**src/rtl/serial_sub_4.sv**
```systemverilog
// Bit-serial subtractor D = A - B - Bin, one bit per clock LSB first, with Start/Busy/Done handshake.
// Define SERIAL_SUB_OVF_EN to add the signed-overflow output V.
module serial_sub_4 #(
  parameter int WIDTH = 4
) (
  input  logic             CLK,
  input  logic             RST_N,
  input  logic             Start,
  input  logic [WIDTH-1:0] A,
  input  logic [WIDTH-1:0] B,
  input  logic             Bin,
  output logic             Busy,
  output logic             Done,
  output logic [WIDTH-1:0] D,
`ifdef SERIAL_SUB_OVF_EN
  output logic             V,
`endif
  output logic             Bout
);

  localparam int CW = $clog2(WIDTH) + 1;
  localparam logic [CW-1:0] LAST = CW'(WIDTH - 1);

  typedef enum logic [1:0] {S_IDLE, S_RUN, S_DONE} state_t;

  state_t           state_q, state_d;
  logic [WIDTH-1:0] a_q, a_d, b_q, b_d, res_q, res_d, d_q, d_d;
  logic [CW-1:0]    cnt_q, cnt_d;
  logic             br_q, br_d, bout_q, bout_d, done_q, done_d;
  logic             bit_a, bit_b, bit_d, bit_br;

`ifdef SERIAL_SUB_OVF_EN
  logic amsb_q, amsb_d, bmsb_q, bmsb_d, v_q, v_d;
`endif

  assign bit_a  = a_q[0];
  assign bit_b  = b_q[0];
  assign bit_d  = bit_a ^ bit_b ^ br_q;
  assign bit_br = (~bit_a & bit_b) | (~(bit_a ^ bit_b) & br_q);

  always_comb begin
    state_d = state_q;
    a_d     = a_q;
    b_d     = b_q;
    res_d   = res_q;
    cnt_d   = cnt_q;
    br_d    = br_q;
    d_d     = d_q;
    bout_d  = bout_q;
    done_d  = 1'b0;
`ifdef SERIAL_SUB_OVF_EN
    amsb_d  = amsb_q;
    bmsb_d  = bmsb_q;
    v_d     = v_q;
`endif
    case (state_q)
      S_IDLE: begin
        if (Start) begin
          a_d     = A;
          b_d     = B;
          br_d    = Bin;
          res_d   = '0;
          cnt_d   = '0;
`ifdef SERIAL_SUB_OVF_EN
          amsb_d  = A[WIDTH-1];
          bmsb_d  = B[WIDTH-1];
`endif
          state_d = S_RUN;
        end
      end
      S_RUN: begin
        // Result fills from the MSB side so after WIDTH shifts bit 0 sits at res_q[0].
        res_d = {bit_d, res_q[WIDTH-1:1]};
        a_d   = a_q >> 1;
        b_d   = b_q >> 1;
        br_d  = bit_br;
        cnt_d = cnt_q + 1'b1;
        if (cnt_q == LAST) state_d = S_DONE;
      end
      S_DONE: begin
        d_d     = res_q;
        bout_d  = br_q;
        done_d  = 1'b1;
`ifdef SERIAL_SUB_OVF_EN
        v_d     = (amsb_q != bmsb_q) & (res_q[WIDTH-1] != amsb_q);
`endif
        state_d = S_IDLE;
      end
      default: state_d = S_IDLE;
    endcase
  end

  always_ff @(posedge CLK or negedge RST_N) begin
    if (!RST_N) begin
      state_q <= S_IDLE;
      a_q     <= '0;
      b_q     <= '0;
      res_q   <= '0;
      cnt_q   <= '0;
      br_q    <= 1'b0;
      d_q     <= '0;
      bout_q  <= 1'b0;
      done_q  <= 1'b0;
`ifdef SERIAL_SUB_OVF_EN
      amsb_q  <= 1'b0;
      bmsb_q  <= 1'b0;
      v_q     <= 1'b0;
`endif
    end else begin
      state_q <= state_d;
      a_q     <= a_d;
      b_q     <= b_d;
      res_q   <= res_d;
      cnt_q   <= cnt_d;
      br_q    <= br_d;
      d_q     <= d_d;
      bout_q  <= bout_d;
      done_q  <= done_d;
`ifdef SERIAL_SUB_OVF_EN
      amsb_q  <= amsb_d;
      bmsb_q  <= bmsb_d;
      v_q     <= v_d;
`endif
    end
  end

  assign Busy = (state_q != S_IDLE);
  assign Done = done_q;
  assign D    = d_q;
  assign Bout = bout_q;
`ifdef SERIAL_SUB_OVF_EN
  assign V    = v_q;
`endif

endmodule
```
**config.mk**
```make
export PLATFORM = sky130hd
export DESIGN_NAME = serial_sub_4
export DESIGN_NICKNAME = d
export VERILOG_FILES = /design/src/rtl/serial_sub_4.sv
export SDC_FILE = /design/constraint.sdc
export NUM_CORES = 1
export LEC_CHECK = 0
export CORE_ASPECT_RATIO = 0.8
export CORE_MARGIN = 5
export CORE_UTILIZATION = 50
export DETAILED_ROUTE_END_ITERATION = 8
export PLACE_DENSITY = 0.79
export SYNTH_ARGS = -nofsm -noshare
export SYNTH_HDL_FRONTEND = slang
export SYNTH_SLANG_ARGS = --single-unit
export TNS_END_PERCENT = 100
```
**constraint.sdc**
```tcl
create_clock -name CLK -period 1.85 [get_ports CLK]
set_input_delay 0.185 -clock CLK [delete_from_list [all_inputs] [get_ports CLK]]
set_output_delay 0.185 -clock CLK [all_outputs]
set_load 0.05 [all_outputs]
```
==> flow_summary_export.csv, run 1 <==
group,metric,value,unit
worst_setup_path,worstSetupPathType,"reg2out",
global_route,grt_pass1_vias,768,
worst_setup_path,path_max_fanout,2,
yosys,syn_area,1080,um2
global_route,grt_max_degree,25,
clock_network,cts-htree-levels,1,
clock_network,root_buffer,"clkbuf_4",
clock_network,cts.sinks,24,
routing,antenna_left,0,
worst_setup_path,crit_path_cell_trace,"clkdlybuf4s50_1",
sta,relSlewSlack,66.8,%
sta,tightest_slew,0.496,ns
place,place_area,1280,um2
routing,drt_pass1_iterations,4,
worst_setup_path,cpMaxStageDelayCell,"clkdlybuf4s50_1",
clock_network,cts_inserted_buffers,3,
yosys,synth_ff_type,"dfrtp_1",
worst_setup_path,reg2reg_depth,3,
worst_setup_path,critPathLaunch,"Bout$_DFFE_PN0P_",
sta,drv_slew,0,
yosys,yosys_warnings,0,
yosys,postSynth.asyncResetShare,100,%
sta,setup_tns,0,ns
power,power.density,1840,nW/um2
clock_network,cts_buffer_depth,2,
floorplanning,die_h,51.6,um
routing,dr.first_iter.drc_count,42,
floorplanning,core,2100,um2
sta,rsz0062_at_grt,"false",
yosys,synth_area_leaders,"dfrtp_1 55%, o22ai_1 6.4%, mux2_4 5.5%",
routing,vias_per_cell,5.54,
routing,drc,0,
global_route,grt_pass1_wl,3.53,mm
yosys,synth_top_area_share,55.5,%
sta,hold_violations,0,
power,p_leak,0.000619,uW
clock_network,path_clk_slew,0.13,ns
yosys,synth_fp_nets,103,
layout,drive_gt1_share,15.0,%
worst_setup_path,max_stage_delay,0.80,ns
sta,setup_violations,0,
worst_setup_path,cp.arrival,1.49,ns
layout,final_net_count,123,
clock_network,postCtsHoldBufs,0,
floorplanning,pin_count,19,
place,port_buffers,18,
sta,fmaxAchievable,597,MHz
yosys,synth_seq_cells,24,
yosys,synth_top_cell_by_area,"dfrtp_1",
worst_setup_path,crit-reg2reg-capture,"cnt_q[1]$_DFFE_PN0P_",
sta,period_share,90.5,%
floorplanning,initial_utilization,51.5,%
worst_setup_path,crit_buf_inv,1,
clock_network,cts_tree,"done",
floorplanning,rows,15,
yosys,synth.top_cells.by_count,"24 x dfrtp_1, 11 x o22ai_1, 9 x inv_1",
global_route,gr-usage-all-layers,15.0,%
sta,min_period,1.67,ns
global_route,antenna_found_initial,0,
layout,diodes,0,
yosys,yosysUniqueCellTypes,24,
status,status,"finished clean",
yosys,ys_seq_area_share,55.5,%
min_path,hp-class,"in2async",
power,peakVddDrop,0.000889,V
yosys,synth_cells,88,
layout,area_delta_synth_final,22.8,%
worst_setup_path,r2r_setup_slack,0.48,ns
floorplanning,die_area,3200,um2
yosys,synth.most_common_cell,"dfrtp_1",
worst_setup_path,required,1.66,ns
routing,vias,731,
routing,wire_per_inst,15.0,um
yosys,synth_edf_count,0,
global_route,gr-total-overflow,0,
clock_network,post_cts_buffers,0,
worst_setup_path,cp_top_family,"buffers and inverters",
place,hpwlAfterDp,1.44,mm
yosys,synth_area_per_cell,12.3,um2
floorplanning,fp.dieW,62.0,um
worst_setup_path,startpoint_type,"flop",
clock_network,clkLatencyLatePin,0.31,ns
worst_setup_path,end_kind,"output port",
sta,hold_ws,0.208,ns
worst_setup_path,r2r_start,"state_q[0]$_DFFE_PN0P_",
clock_network,ctsResizeCount,0,
layout,fin_area,1330,um2
sta,finalClockSkew,0.00704,ns
routing,wl,1.98,mm
place,place.gp.congestion,0.740,
job,max_cap_viol_count,0,
layout,fill_cells,162,
worst_setup_path,cp.depth,1,
## registers in the layout (all words and copies together), names as in the netlist
name and cells:
Done 1, Bout 1, a_q 4, br_q 1, D 4, res_q 4, b_q 4, state_q 2
cnt_q 3
## per-stage QoR
stage	total power, uW	cells	util [%]	worst slack [ns]
2_1_floorplan	1760	88	-	0.668
3_3_place_gp	2050	128	60.7	0.395
3_5_place_dp	2080	128	60.7	0.341
4_1_cts	2470	132	63.2	0.164
5_1_grt	2640	132	63.2	0.0547
6_report	2450	132	63.2	0.175
## per-layer routing
layer / routed length, um / vias up / part of all wire, % / global-route usage [%]
met1: 881 / 358 / 44 / 19.8
met5: 0 / - / 0 / 0
li1: - / 356 / - / -
met3: 96 / 4 / 4.8 / 2.23
met2: 969 / 13 / 49 / 24.7
met4: 34 / 0 / 1.7 / 5.30
## cell type report
| type | count | area [um2] | area share [%] |
|---|---|---|---|
| clock inverters | 1 | 30.0 | 2.26 |
| multi-input cells | 51 | 413 | 31.1 |
| inverters | 9 | 33.8 | 2.54 |
| clock buffers | 3 | 22.5 | 1.69 |
| well taps | 25 | 31.3 | 2.35 |
| flip-flops and latches | 24 | 601 | 45.2 |
| repair buffers | 19 | 198 | 14.9 |
## cell families (layout without fill, tap and decap cells)
logic type	Yosys count	after routing	synth area share, %
compound gates	31	31	20.5
fa+ha+maj	3	3	4.16
buf+inv	13	32	6.36
flops	24	24	55.5
mux	4	4	5.55
simple gates	13	13	7.98
## placed cells by master (no fill, tap or decap), types with 2 or more instances in the layout
cell type / count
o22ai_1: 11
nand2b_4: 2
inv_1: 9
a2bb2oi_1: 2
o21ai_0: 3
a22o_1: 5
dfrtp_1: 24
clkbuf_4: 3
nand2_1: 3
nand2b_1: 3
clkdlybuf4s50_1: 17
ha_1: 2
o32ai_1: 2
nor2_2: 2
mux2_4: 4
a21oi_1: 5
## power by group
group / switching, uW / leakage (uW) / internal [uW]
clock: 154 / 0.0000279 / 219
combinational: 620 / 0.000293 / 518
sequential: 185 / 0.000298 / 753
## worst max path at each step
stage | end | slack, ns
after global routing | Busy | 0.05
after floorplan | res_q[3]$_DFFE_PN0P_ | 0.67
after CTS | Bout | 0.16
after detailed placement | br_q$_DFFE_PN0P_ | 0.34
after global placement | br_q$_DFFE_PN0P_ | 0.39
final | Bout | 0.18
Note: power is estimated with default switching activity, not from simulation.
==> inputs of run 2 (changes only) <==
--- a/config.mk
+++ b/config.mk
@@ -5,11 +5,13 @@
 export SDC_FILE = /design/constraint.sdc
 export NUM_CORES = 1
 export LEC_CHECK = 0
+export CELL_PAD_IN_SITES_DETAIL_PLACEMENT = 0
+export CELL_PAD_IN_SITES_GLOBAL_PLACEMENT = 1
 export CORE_ASPECT_RATIO = 0.8
 export CORE_MARGIN = 5
-export CORE_UTILIZATION = 50
+export CORE_UTILIZATION = 30
 export DETAILED_ROUTE_END_ITERATION = 8
-export PLACE_DENSITY = 0.79
+export PLACE_DENSITY = 0.63
 export SYNTH_ARGS = -nofsm -noshare
 export SYNTH_HDL_FRONTEND = slang
 export SYNTH_SLANG_ARGS = --single-unit
==> run 2 against run 1 <==
Net effect:
- design area is 0.75% higher
- flip-flop and latch count stayed put
- critical path depth is 2 higher
- clock skew shrank 0.0041 ns
- register-to-register slack about the same
- worst hold slack improved by 0.077 ns
- critical endpoint is now Busy
==> flow_summary_export.csv, run 2 (same netlist as run 1, synthesis figures left out) <==
group,metric,value,unit
worst_setup_path,reg2reg_depth,3,
layout,regArea,601,um2
layout,final_net_count,123,
global_route,gr-usage-all-layers,9.41,%
global_route,gr-total-overflow,0,
place,pre_cts_ws,0.350,ns
routing,vias,704,
place,place.gp.congestion,0.687,
sta,rsz0062_at_grt,"false",
clock_network,root_buffer,"clkbuf_8",
worst_setup_path,startpoint_type,"flop",
power,p_leak,0.000613,uW
sta,relSlewSlack,67.0,%
worst_setup_path,cp.depth,3,
power,power.density,1760,nW/um2
worst_setup_path,crit_path_cell_trace,"inv_1 > nand2_1 > buf_12",
clock_network,cts-htree-levels,1,
worst_setup_path,required,1.66,ns
sta,drv_slew,0,
clock_network,cts_tree,"done",
layout,final_common_cell,"dfrtp_1",
layout,multi_input_area,413,um2
routing,antenna_left,0,
routing,drt_pass1_iterations,4,
floorplanning,rows,19,
clock_network,ctsResizeCount,0,
routing,drc,0,
routing,dr.first_iter.drc_count,7,
min_path,hp-class,"in2async",
routing,wl,2.10,mm
clock_network,cts_inserted_buffers,3,
sta,fmaxAchievable,622,MHz
floorplanning,fp.dieW,77.2,um
sta,hold_violations,0,
worst_setup_path,end_kind,"output port",
worst_setup_path,path_max_fanout,10,
layout,area_delta_synth_final,23.7,%
worst_setup_path,crit_buf_inv,2,
layout,fill_cells,337,
layout,final_cell_mix,"24 x dfrtp_1, 17 x clkdlybuf4s50_1, 11 x o22ai_1, 9 x inv_1",
place,port_buffers,18,
power,peakVddDrop,0.000936,V
global_route,antenna_found_initial,0,
global_route,grt_max_degree,25,
routing,wire_per_inst,14.2,um
worst_setup_path,cp_top_family,"flip-flops",
clock_network,clkLatencyLatePin,0.26,ns
floorplanning,core,3450,um2
worst_setup_path,cpMaxStageDelayCell,"dfrtp_1",
floorplanning,initial_utilization,31.4,%
floorplanning,die_h,63.7,um
floorplanning,pin_count,19,
place,hpwlAfterDp,1.52,mm
sta,setup_tns,0,ns
floorplanning,die_area,4920,um2
sta,min_period,1.61,ns
sta,tightest_slew,0.493,ns
worst_setup_path,max_stage_delay,0.60,ns
job,max_cap_viol_count,0,
sta,setup_violations,0,
global_route,grt_pass1_vias,771,
global_route,grt_pass1_wl,3.75,mm
status,status,"finished clean",
sta,period_share,86.9,%
routing,vias_per_cell,4.76,
clock_network,cts_buffer_depth,2,
layout,diodes,0,
clock_network,postCtsHoldBufs,0,
clock_network,path_clk_slew,0.08,ns
layout,drive_gt1_share,14.2,%
worst_setup_path,worstSetupPathType,"reg2out",
sta,finalClockSkew,0.00297,ns
worst_setup_path,cp.arrival,1.42,ns
clock_network,post_cts_buffers,0,
sta,fin_ws,0.242,ns
clock_network,cts.sinks,24,
run 2: worst reg2reg max path, delay by kind of cell, from the launching register on:
family / cells / cell delay, ns
AO/OA/AOI/OAI: 1 / 0.19
AND/OR/NAND/NOR: 1 / 0.32
flip-flops: 1 / 0.56
buffers and inverters: 1 / 0.25
run 2: path summary, 6_finish.rpt:
check | end | startpoint | slack [ns]
worst max-delay path | Busy | state_q[1]$_DFFE_PN0P_ | 0.24
worst min-delay path | b_q[1]$_DFFE_PN0P_ | RST_N | 0.29
worst max register to register | res_q[1]$_DFFE_PN0P_ | state_q[0]$_DFFE_PN0P_ | 0.47
worst min register to register | Bout$_DFFE_PN0P_ | Bout$_DFFE_PN0P_ | 0.49
max in group asynchronous | b_q[0]$_DFFE_PN0P_ | RST_N | 1.33
min in group CLK | b_q[3]$_DFFE_PN0P_ | B[3] | 0.48
run 2: stage by stage:
stage	power, uW	instance area [um2]	instances	util [%]	hold WS, ns
after floorplan	1760	1080	88	-	-0.111
after global placement	2060	1300	145	37.6	0.466
after detailed placement	2090	1300	145	37.6	0.481
after CTS	2400	1340	148	38.8	0.291
after global routing	2550	1340	148	38.8	0.321
final	2360	1340	148	38.8	0.285
run 2: final cells by class:
class / instances / share of cell area (%)
sequential: 24 / 44.9
multi-input combinational: 51 / 30.8
timing repair buffer: 19 / 14.8
tap: 42 / 3.93
clock buffer: 3 / 3.08
inverter: 9 / 2.52
run 2: report_power, final:
group          internal (uW)  switching [uW]  total [uW]
clock                    145             155         300
sequential               755             190         946
combinational            517             600        1120
total                   1420             945        2360
run 2: metal layers:
layer | track usage [%] | share of wire [%]
met1 | 12.4 | 50
met2 | 14.5 | 43
met3 | 3.99 | 7.0
met4 | 1.93 | 0.52
met5 | 0 | 0
